`src/rtl/arp_cam_victim_sel.sv`:
```
`default_nettype none
// ============================================================================
// arp_cam_victim_sel : victim-way selector for the ARP IPv4->MAC CAM
// (LFSR random, round-robin, free-slot override). Rev 1.0
// ============================================================================
module arp_cam_victim_sel #(
  parameter int           N    = 3,
  parameter int           R    = 2,
  parameter int           P    = 16,
  parameter logic [P-1:0] SEED = 16'hACE1
) (
  input  logic         clk_i,
  input  logic         rst_ni,
  input  logic         seed_ld_i,
  input  logic [P-1:0] seed_i,
  input  logic         mode_i,
  input  logic [N-1:0] free_mask_i,
  input  logic         req_i,
  output logic         gnt_o,
  output logic [R-1:0] idx_o
);

  localparam logic [P-1:0] TAPS = P'(16'hB400);

  logic [P-1:0]   lfsr_q, lfsr_d, lfsr_step;
  logic [R-1:0]   rr_q, rr_d;
  logic [R-1:0]   idx_q, idx_d;
  logic           gnt_q, gnt_d;
  logic [R-1:0]   free_idx;
  logic [R-1:0]   scaled;
  logic [P+R-1:0] prod;

  assign lfsr_step = lfsr_q[0] ? ((lfsr_q >> 1) ^ TAPS) : (lfsr_q >> 1);

  // A zero seed would lock the LFSR, so it is replaced by the reset seed.
  always_comb begin
    lfsr_d = lfsr_step;
    if (seed_ld_i) begin
      lfsr_d = (seed_i == '0) ? SEED : seed_i;
    end
  end

  // Full-width product keeps the floor exact: Idx = (state*N) >> P.
  assign prod   = {{R{1'b0}}, lfsr_q} * (P+R)'(N);
  assign scaled = prod[P+R-1:P];

  always_comb begin
    free_idx = '0;
    for (int i = N-1; i >= 0; i--) begin
      if (free_mask_i[i]) begin
        free_idx = R'(i);
      end
    end
  end

  always_comb begin
    gnt_d = req_i;
    idx_d = idx_q;
    rr_d  = rr_q;
    if (req_i) begin
      if (free_mask_i != '0) begin
        idx_d = free_idx;
      end else if (!mode_i) begin
        idx_d = scaled;
      end else begin
        idx_d = rr_q;
        rr_d  = (rr_q == R'(N-1)) ? '0 : rr_q + R'(1);
      end
    end
  end

  always_ff @(posedge clk_i or negedge rst_ni) begin
    if (!rst_ni) begin
      lfsr_q <= SEED;
      rr_q   <= '0;
      idx_q  <= '0;
      gnt_q  <= 1'b0;
    end else begin
      lfsr_q <= lfsr_d;
      rr_q   <= rr_d;
      idx_q  <= idx_d;
      gnt_q  <= gnt_d;
    end
  end

  assign gnt_o = gnt_q;
  assign idx_o = idx_q;

endmodule
`default_nettype wire

```
`config.mk`:
```
export PLATFORM = sky130hd
export DESIGN_NAME = arp_cam_victim_sel
export DESIGN_NICKNAME = d
export VERILOG_FILES = /design/src/rtl/arp_cam_victim_sel.sv
export SDC_FILE = /design/constraint.sdc
export NUM_CORES = 1
export LEC_CHECK = 0
export ABC_AREA = 1
export BUFFER_PORTS_ARGS = -buffer_cell sky130_fd_sc_hd__buf_2
export CORE_MARGIN = 2
export CORE_UTILIZATION = 35
export CTS_BUF_LIST = sky130_fd_sc_hd__clkbuf_2 sky130_fd_sc_hd__clkbuf_4 sky130_fd_sc_hd__clkbuf_8
export DETAILED_ROUTE_END_ITERATION = 8
export GPL_ROUTABILITY_DRIVEN = 0
export GPL_TIMING_DRIVEN = 0
export SETUP_SLACK_MARGIN = 0.05
export SKIP_LAST_GASP = 1
export SYNTH_ARGS = -nofsm -noshare
export SYNTH_HDL_FRONTEND = slang
export SYNTH_SLANG_ARGS = --single-unit
```
`constraint.sdc`:
```
create_clock -name clk_i -period 2 [get_ports clk_i]
set_input_delay 0.1 -clock clk_i [delete_from_list [all_inputs] [get_ports clk_i]]
set_output_delay 0.1 -clock clk_i [all_outputs]
set_load 0.005 [all_outputs]
```
==> results of run 1 <==
[through the flow]
step                      utilization  instance area [µm²]  setup slack [ns]
after global placement          0.410                 1630             0.311
after floorplan                     -                 1440             0.450
final                           0.427                 1700             0.285
after global routing            0.427                 1700            0.0916
after CTS                       0.427                 1700             0.258
after detailed placement        0.410                 1630             0.284
[sequential cells by signal, summed over array words and instances, names as in the netlist]
signal  cells
lfsr_q     16
idx_o       2
rr_q        2
gnt_o       1
[worst paths after layout]
path                                       from              endpoint  slack [ns]  cells after the start
setup / recovery           lfsr_q[15]$_DFF_PN1_  idx_o[0]$_DFFE_PN0P_        0.29                     10
hold / removal                       seed_i[12]  lfsr_q[12]$_DFF_PN0_        0.04                      3
setup reg to reg           lfsr_q[15]$_DFF_PN1_  idx_o[0]$_DFFE_PN0P_        0.29                     10
hold reg to reg            idx_o[1]$_DFFE_PN0P_  idx_o[1]$_DFFE_PN0P_        0.48                      2
max in group asynchronous                rst_ni  lfsr_q[15]$_DFF_PN1_        1.29                      2
min in group asynchronous                rst_ni   lfsr_q[2]$_DFF_PN0_        0.35                      2
[routing by layer]
metal	up-vias	global-route usage
li1	697	-
met1	590	0.211
met2	8	0.250
met3	4	0.0148
met4	0	0.0525
met5	-	0
[power breakdown]
part	switching, W	internal (W)	leakage [nW]
clock	0.000152	0.000141	0.0217
sequential	0.0000451	0.000487	0.242
combinational	0.000200	0.000146	0.607
[tightest hold or removal path: stages]
cell     delay (ns)
buf_2          0.09
nand2_1        0.04
nand2_1        0.05
[cells by family (layout without fill, tap and decap cells)]
family	Yosys count	after routing	share of synthesized area
buffers and inverters	23	55	0.0602
DFF	21	21	0.373
and+or+nand+nor	102	102	0.296
adders and majority gates	16	16	0.139
xor gates and xnor gates	1	1	0.00610
AOI/OAI and AO/OA	28	28	0.126
[layout make-up]
| cell class | count | area, µm² |
|---|---|---|
| clock inverter | 1 | 7.51 |
| multi-input combinational | 147 | 813 |
| tap | 50 | 62.6 |
| sequential | 21 | 536 |
| timing repair buffer | 28 | 150 |
| inverter | 21 | 78.8 |
| buffer | 2 | 7.51 |
| fill | 417 | 2270 |
| clock buffer | 3 | 41.3 |
[synth_stat cells]
| master | n |
|---|---|
| a2111oi_4 | 1 |
| a211oi_1 | 1 |
| a21boi_1 | 1 |
| a21oi_1 | 16 |
| a21oi_2 | 1 |
| a22oi_1 | 2 |
| a32oi_1 | 1 |
| clkbuf_1 | 2 |
| clkinv_1 | 1 |
| dfrtp_1 | 13 |
| dfstp_2 | 8 |
| ha_1 | 16 |
| inv_1 | 17 |
| inv_2 | 3 |
| nand2_1 | 61 |
| nand3_1 | 9 |
| nand4_1 | 1 |
| nor2_1 | 20 |
| nor2_2 | 2 |
| nor3_1 | 3 |
| nor3_2 | 1 |
| nor4_1 | 4 |
| o21ai_0 | 4 |
| o21ai_1 | 1 |
| or2_2 | 1 |
| xnor2_1 | 1 |
==> metrics.txt, run 1 <==
result of the run=complete, no violations; height of the chip=68.0 µm; placed instance count=267; Gate Count Post-Synth=191; horizontal die dimension=68.0 µm; worst path cell trace=ha_1, nor3_2, inv_1, nor2_2, nand2_1, nand2_1, nand2_1, nand3_1, nand2_1, a21oi_2; DRT iter0 DRCs=37; wire length after detailed routing=3090 µm; non-filler cells, final=273; critical path fanouts, max=5; most frequent standard cell in the layout excluding fill and tap cells=nand2_1; overflow left after global routing=0; Warnings, synthesis=0; number of gates given a new drive strength after cts=0; slowest library cell on the worst path=dfstp_2; area of the core=3970 µm²; Synth Register Bits=21; number of antenna repair diodes=0; share of the yosys chip area belonging to registers=0.373; # setup viols final=0; post-CTS repair timing setup buffer count=0; number of port buffers=26; number of max-cap violations=0; synthesized area divided by synthesized cell count=7.51 µm²; detailed-route DRC error count=0; power per standard cell area=691 nW/µm²; Post-CTS Hold Fix Bufs=2; power consumption=0.00117 W; final worst hold slack=0.0412 ns; Worst Max-Slew Pin Slew=0.500 ns; Critical Path Source Type=flip-flop; commonest cells after routing, fill and taps aside=61 x nand2_1, 26 x buf_2, 20 x nor2_1; antenna violations before repair=0; sum of net half-perimeters after detailed placement=2510 µm; Detail Route met3 WL=32 µm; routed length per instance=11.3 µm; overall fraction of global-route tracks in use=0.153; Pre-Repair DR Iteration Count=3; number of nets produced by synthesis=231; biggest area consumer among synthesized cells=dfrtp_1; layout cell share with drive strength beyond 1=0.211; CTS buffer count=3; via density per instance=4.76; maximum number of pins on one net before global-route repair=22; element type at the critical path end=flip-flop; Worst VDD drop=0.406 mV; global-route wire length before repair=5370 µm; clock sink count=21; number of buffers on the longest clock path=2; CTS tree=built; area share of the largest cell type after synthesis=0.227; cell type group with the largest total delay on the critical path=simple AND/OR/NAND/NOR gates; clock slew at the register clock pins of the worst setup and hold paths=0.08 ns; class of the tightest hold or removal check=in2reg; buffer and inverter count on the worst path=1; Area Growth Syn to Fin=18.2%; row count=23; cell repeated most along the worst path=nand2_1; Post-layout nets=264; Largest stage delay, worst path=0.59 ns; cell types with the largest area share after synthesis=dfrtp_1 23%, nand2_1 16%, dfstp_2 15%; max_slew headroom=0.667; total negative slack=0 ns; maximum level of the CTS H-tree=1; Peak Freq=583 MHz; time the final worst path needs with I/O delays and setup=1.71 ns; arrival time worst endpoint=1.91 ns; uppermost routed layer=met4; fraction of the cycle the final worst path needs=0.857; setup repair after global routing missed its margin=false; initial core utilization=0.361; Final Hold Viols=0; via count of the first global-routing pass=1231; IO Count=27; Post-Syn Area=1440 µm²; final number of max-transition violations=0; Critical Path RT=2.20 ns; die footprint=4630 µm²; master cell of the clock root buffer=clkbuf_8; sum of met2 wire segment lengths after detailed routing=1420 µm; via total after detailed routing=1299; LEAKAGE=0.870 nW; clock tree skew after final layout=0.00542 ns; Cell variety after synth=26; clk_lat worst skew=0.27 ns; post-route antenna net violation count=0; wire length on met1=1600 µm; WS Path Type=reg2reg
(Power assumes the default switching activity.)
==> inputs of run 2 (changes only) <==
--- a/config.mk
+++ b/config.mk
@@ -9,9 +9,10 @@
 export BUFFER_PORTS_ARGS = -buffer_cell sky130_fd_sc_hd__buf_2
 export CORE_MARGIN = 2
-export CORE_UTILIZATION = 35
+export CORE_UTILIZATION = 45
 export CTS_BUF_LIST = sky130_fd_sc_hd__clkbuf_2 sky130_fd_sc_hd__clkbuf_4 sky130_fd_sc_hd__clkbuf_8
 export DETAILED_ROUTE_END_ITERATION = 8
 export GPL_ROUTABILITY_DRIVEN = 0
 export GPL_TIMING_DRIVEN = 0
+export PLACE_DENSITY = 0.67
 export SETUP_SLACK_MARGIN = 0.05
 export SKIP_LAST_GASP = 1
==> constraint.sdc (replaced) <==
create_clock -name clk_i -period 2 [get_ports clk_i]
set_input_delay 0.4 -clock clk_i [delete_from_list [all_inputs] [get_ports clk_i]]
set_output_delay 0.4 -clock clk_i [all_outputs]
set_load 0.005 [all_outputs]
==> run 2 against run 1 <==
  * Hold slack got worse by 0.0035 ns
  * Sequential power fell by 0.8%
  * Die area fell by 21%
  * Count of clock-buffer cells in the layout rose by 1
  * Combinational power rose by 1%
==> metrics.txt, run 2 (synthesized netlist as in run 1, its figures left out) <==
CTS buffer count=3; via total after detailed routing=1289; fraction of the cycle the final worst path needs=0.860; master cell of the clock root buffer=clkbuf_4; LEAKAGE=0.863 nW; maximum level of the CTS H-tree=1; class of the tightest hold or removal check=in2async; Largest stage delay, worst path=0.58 ns; number of port buffers=26; routed length per instance=11.0 µm; initial core utilization=0.470; setup repair after global routing missed its margin=false; worst path cell trace=ha_1, nand2_1, inv_1, nand2_1, nand2_1, a21oi_1, nand3_1, nand3_1, nand2_1, a21oi_2; number of buffers on the longest clock path=2; commonest cells after routing, fill and taps aside=61 x nand2_1, 26 x buf_2, 20 x nor2_1; Critical Path RT=2.24 ns; DRT iter0 DRCs=38; Worst VDD drop=0.394 mV; slowest library cell on the worst path=dfstp_2; Worst Max-Slew Pin Slew=0.480 ns; via count of the first global-routing pass=1233; sum of net half-perimeters after detailed placement=2370 µm; number of gates given a new drive strength after cts=0; number of max-cap violations=0; clock sink count=21; via density per instance=4.85; IO Count=27; row count=20; cell repeated most along the worst path=nand2_1; Final Hold Viols=0; horizontal die dimension=60.5 µm; # setup viols final=0; total negative slack=0 ns; Post-CTS Hold Fix Bufs=0; time the final worst path needs with I/O delays and setup=1.72 ns; wire length after detailed routing=2940 µm; Critical Path Source Type=flip-flop; number of antenna repair diodes=0; post-route antenna net violation count=0; Reg2Reg Capture Point=idx_o[0]$_DFFE_PN0P_; post-CTS repair timing setup buffer count=0; CTS tree=built; height of the chip=60.5 µm; detailed-route DRC error count=0; die footprint=3660 µm²; global-route wire length before repair=5250 µm; length in cells of the worst reg-to-reg path=10; clk_lat worst skew=0.30 ns; Area Growth Syn to Fin=15.5%; clock slew at the register clock pins of the worst setup and hold paths=0.12 ns; critical path fanouts, max=3; power per standard cell area=660 nW/µm²; result of the run=complete, no violations; most flop-heavy register=lfsr_q; clock tree skew after final layout=0.00347 ns; Final Core Density=0.543; antenna violations before repair=0; max_slew headroom=0.680; number of flip-flops in the largest register=16; final number of max-transition violations=0; WS Path Type=reg2reg; register-to-register path setup slack=0.28 ns; layout cell share with drive strength beyond 1=0.216; overflow left after global routing=0; Pre-Repair DR Iteration Count=4; reg2reg start=lfsr_q[11]$_DFF_PN1_; overall fraction of global-route tracks in use=0.189; maximum number of pins on one net before global-route repair=22; arrival time worst endpoint=1.96 ns; Post-layout nets=263; area of the core=3050 µm²; most frequent standard cell in the layout excluding fill and tap cells=nand2_1; Peak Freq=582 MHz; element type at the critical path end=flip-flop
-- run 2: cell types whose count changed in the layout (fill, tap and decap cells not counted) --
| cell | change |
|---|---|
| clkbuf_4 | +4 |
| clkbuf_8 | -3 |
| dlygate4sd3_1 | -2 |
| buf_4 | +1 |
| clkinvlp_4 | -1 |
-- run 2: final cells by class --
cell class	instances	area [µm²]
multi-input cells	147	813
well taps	44	55.1
inverters	21	78.8
repair buffers	27	138
flip-flops and latches	21	536
plain buffers	2	7.51
clock buffers	4	30.0
fillers	327	1400
-- run 2: critical path: cells and delay by family, from the launching register on --
family / cells / cell delay (ns)
flops: 1 / 0.58
simple gates: 6 / 0.46
fa+ha+maj: 1 / 0.26
buf+inv: 1 / 0.05
compound gates: 2 / 0.31
-- run 2: routing by layer --
layer / track usage / wire length (µm) / vias up
li1: - / - / 696
met1: 0.291 / 1570 / 570
met2: 0.283 / 1270 / 21
met3: 0.0192 / 72 / 2
met4: 0.0559 / 22 / 0
met5: 0 / 0 / -
-- run 2: where the power goes --
group / internal (W) / switching [W] / total (W) / leakage, nW
logic: 0.000146 / 0.000205 / 0.000351 / 0.603
clock network: 0.0000912 / 0.000125 / 0.000216 / 0.0184
registers: 0.000487 / 0.0000408 / 0.000528 / 0.242
-- run 2: through the flow --
stage                     total power, W  cells  cell area [µm²]  worst slack [ns]  hold slack [ns]
after global routing             0.00120    266             1660            0.0772           0.0407
after CTS                        0.00110    265             1650             0.271           0.0393
after global placement          0.000879    261             1620             0.309            0.384
after floorplan                 0.000776    191             1440             0.450            0.104
final                            0.00109    266             1660             0.280           0.0377
after detailed placement        0.000884    261             1620             0.306            0.380
-- run 2: worst max path at each step --
stage,startpoint,endpoint,slack (ns),cells past startpoint
floorplan,lfsr_q[15]$_DFF_PN1_,idx_o[0]$_DFFE_PN0P_,0.45,10
global placement,lfsr_q[14]$_DFF_PN0_,idx_o[0]$_DFFE_PN0P_,0.31,11
detailed placement,lfsr_q[14]$_DFF_PN0_,idx_o[0]$_DFFE_PN0P_,0.31,11
CTS,lfsr_q[14]$_DFF_PN0_,idx_o[0]$_DFFE_PN0P_,0.27,11
global route,lfsr_q[15]$_DFF_PN1_,idx_o[0]$_DFFE_PN0P_,0.08,10
finish,lfsr_q[11]$_DFF_PN1_,idx_o[0]$_DFFE_PN0P_,0.28,10
==> inputs of run 3 (changes only) <==
ABC_AREA = not set   (was 1)
==> run 3 against run 2 <==
  * The run now ends with design-rule violations left
  * Die area decreased by 5.0%
  * Maximum frequency decreased by 8.4%
  * Routed wire length decreased by 2.7%
  * Critical path depth decreased by 4
  * Register-to-register slack got worse by 0.16 ns
  * Combinational power increased by 14%
  * Core utilization increased by 4.6 points
  * Non-clock buffer count increased by 2
  * Total power increased by 6.7%
  * Synthesized cell count decreased by 32%
  * Critical path type unchanged
  * Critical endpoint unchanged
==> metrics.txt, run 3 <==
most utilized layer in the global route result=met2; Post-CTS Hold Fix Bufs=0; LEAKAGE=0.733 nW; slowest library cell on the worst path=dfstp_2; element type at the critical path end=flip-flop; power per standard cell area=707 nW/µm²; sum of net half-perimeters after detailed placement=2210 µm; routed length per instance=14.9 µm; CTS tree=built; most flop-heavy register=lfsr_q; clock tree skew after final layout=0.00227 ns; arrival time worst endpoint=2.06 ns; result of the run=finished with violations; post-route antenna net violation count=0; layout cell share with drive strength beyond 1=0.391; critical path fanouts, max=3; number of flip-flops in the largest register=16; row count=19; Final Core Density=0.589; global-route wire length before repair=4810 µm; Post-layout nets=202; number of antenna repair diodes=0; wire length after detailed routing=2860 µm; die footprint=3470 µm²; biggest area consumer among synthesized cells=dfrtp_1; WS Path Type=reg2reg; violations in the final reports=design-rule violations; via density per instance=5.87; synthesized area divided by synthesized cell count=10.5 µm²; register-to-register path setup slack=0.12 ns; Area Growth Syn to Fin=21.7%; max_slew headroom=0.684; detailed-route DRC error count=2; via total after detailed routing=1127; overall fraction of global-route tracks in use=0.181; most frequent cells after synthesis=16 x ha_1, 13 x a21oi_1, 13 x dfrtp_1; fraction of the cycle the final worst path needs=0.939; # setup viols final=0; cell types with the largest area share after synthesis=dfrtp_1 24%, dfstp_2 15%, ha_1 15%; Final Hold Viols=0; post-placement worst setup slack=0.117 ns; master cell of the clock root buffer=clkbuf_4; via count of the first global-routing pass=1099; number of port buffers=25; CTS buffer count=3; most frequent standard cell in the layout excluding fill and tap cells=buf_2; met1 Use GR=0.231; Post-synth top flop=dfrtp_1; number of synthesized flops with an enable pin=0; min setup slack post-route=0.122 ns; initial core utilization=0.484; met2 usage in global routing=0.319; Pre-Repair DR Iteration Count=6; Worst VDD drop=0.421 mV; horizontal die dimension=58.9 µm; setup repair after global routing missed its margin=true; share of the yosys chip area belonging to registers=0.394; clock slew at the register clock pins of the worst setup and hold paths=0.12 ns; IO Count=27; Critical Path RT=2.18 ns; time the final worst path needs with I/O delays and setup=1.88 ns; area share of the largest cell type after synthesis=0.240; area of the core=2810 µm²; clk_lat worst skew=0.30 ns; Post-Syn Area=1360 µm²; asr flop ratio synth=1.00; antenna violations before repair=0; class of the tightest hold or removal check=in2async; Peak Freq=533 MHz; clock sink count=21; final number of max-transition violations=0; cell type group with the largest total delay on the critical path=simple AND/OR/NAND/NOR gates; cell with the most instances after synthesis=ha_1; fraction of met3 tracks used by global routing=0.0220; Largest stage delay, worst path=0.61 ns; number of nets produced by synthesis=169; number of max-cap violations=0; Warnings, synthesis=0; buffer and inverter count on the worst path=0; Worst Max-Slew Pin Slew=0.474 ns; overflow left after global routing=0; commonest cells after routing, fill and taps aside=26 x buf_2, 12 x a21oi_1, 12 x dfrtp_1; maximum level of the CTS H-tree=1; DRT iter0 DRCs=47; height of the chip=58.9 µm; worst path cell trace=ha_4, and4b_1, and3_4, or3_1, mux2i_1, a211oi_2; Synth Register Bits=21; Critical Path Source Type=flip-flop; number of buffers on the longest clock path=2; Cell variety after synth=39; maximum number of pins on one net before global-route repair=22; Gate Count Post-Synth=129
## run 3: changes by cell type after synthesis, moves of 7 or more
cell,previous run,this run
inv_1,17,4
mux2_2,0,7
nand2_1,61,8
nand3_1,9,2
nor2_1,20,2
o22a_1,0,8
## run 3: kinds of logic after synthesis
| family | after synthesis | share of synthesized area |
|---|---|---|
| mux | 8 | 0.0654 |
| fa+ha+maj | 16 | 0.147 |
| compound gates | 38 | 0.193 |
| xor+xnor | 3 | 0.0194 |
| flops | 21 | 0.394 |
| simple gates | 36 | 0.159 |
| buf+inv | 7 | 0.0212 |
## run 3: what timing repair did
| item | 4_1_cts | 5_1_grt |
|---|---|---|
| setup buffers | 0 | 3 |
| resized for setup | 0 | 9 |
| setup endpoints to repair | 0 | 2 |
| hold endpoints to repair | 0 | 0 |
## run 3: per-stage QoR
| stage | std cells | setup TNS (ns) | area, µm² | hold WS, ns | power [W] |
|---|---|---|---|---|---|
| 6_report | 192 | 0 | 1650 | 0.0313 | 0.00117 |
| 3_3_place_gp | 185 | 0 | 1520 | 0.390 | 0.000879 |
| 4_1_cts | 189 | 0 | 1550 | 0.0414 | 0.00112 |
| 3_5_place_dp | 185 | 0 | 1520 | 0.387 | 0.000896 |
| 2_1_floorplan | 129 | 0 | 1360 | 0.104 | 0.000787 |
| 5_1_grt | 192 | -0.00514 | 1650 | 0.0392 | 0.00126 |
## run 3: worst reg2reg max path, cell delays in order (launching register included)
cell and delay [ns]:
dfstp_2 0.61, ha_4 0.22, and4b_1 0.23, and3_4 0.17, or3_1 0.30, mux2i_1 0.18
a211oi_2 0.05
## run 3: final timing paths
path	cells past startpoint	start	to
max in group asynchronous	1	rst_ni	lfsr_q[0]$_DFF_PN1_
hold reg to reg	1	rr_q[0]$_DFFE_PN0P_	rr_q[0]$_DFFE_PN0P_
hold / removal	1	rst_ni	rr_q[0]$_DFFE_PN0P_
setup reg to reg	6	lfsr_q[13]$_DFF_PN1_	idx_o[0]$_DFFE_PN0P_
min in group clk_i	1	req_i	gnt_o$_DFF_PN0_
setup / recovery	6	lfsr_q[13]$_DFF_PN1_	idx_o[0]$_DFFE_PN0P_
## run 3: layout make-up
type / count / area (µm²)
Fill cell: 252 / 1150
Multi-Input combinational cell: 101 / 870
Sequential cell: 21 / 537
Timing Repair Buffer: 28 / 148
Tap cell: 31 / 38.8
Clock buffer: 4 / 30.0
Inverter: 4 / 15.0
Buffer: 3 / 13.8
## run 3: power breakdown
| group | leakage, nW | total [W] | switching [W] | internal (W) |
|---|---|---|---|---|
| logic | 0.475 | 0.000399 | 0.000189 | 0.000210 |
| clock network | 0.0184 | 0.000220 | 0.000128 | 0.0000914 |
| registers | 0.240 | 0.000549 | 0.0000593 | 0.000490 |
## run 3: metal layers
layer  part of all wire  up-vias  routed length, µm
met3              0.034        4                 97
met2               0.50       21               1440
met5                  0        -                  0
met4             0.0094        0                 27
met1               0.45      540               1290
li1                   -      562                  -
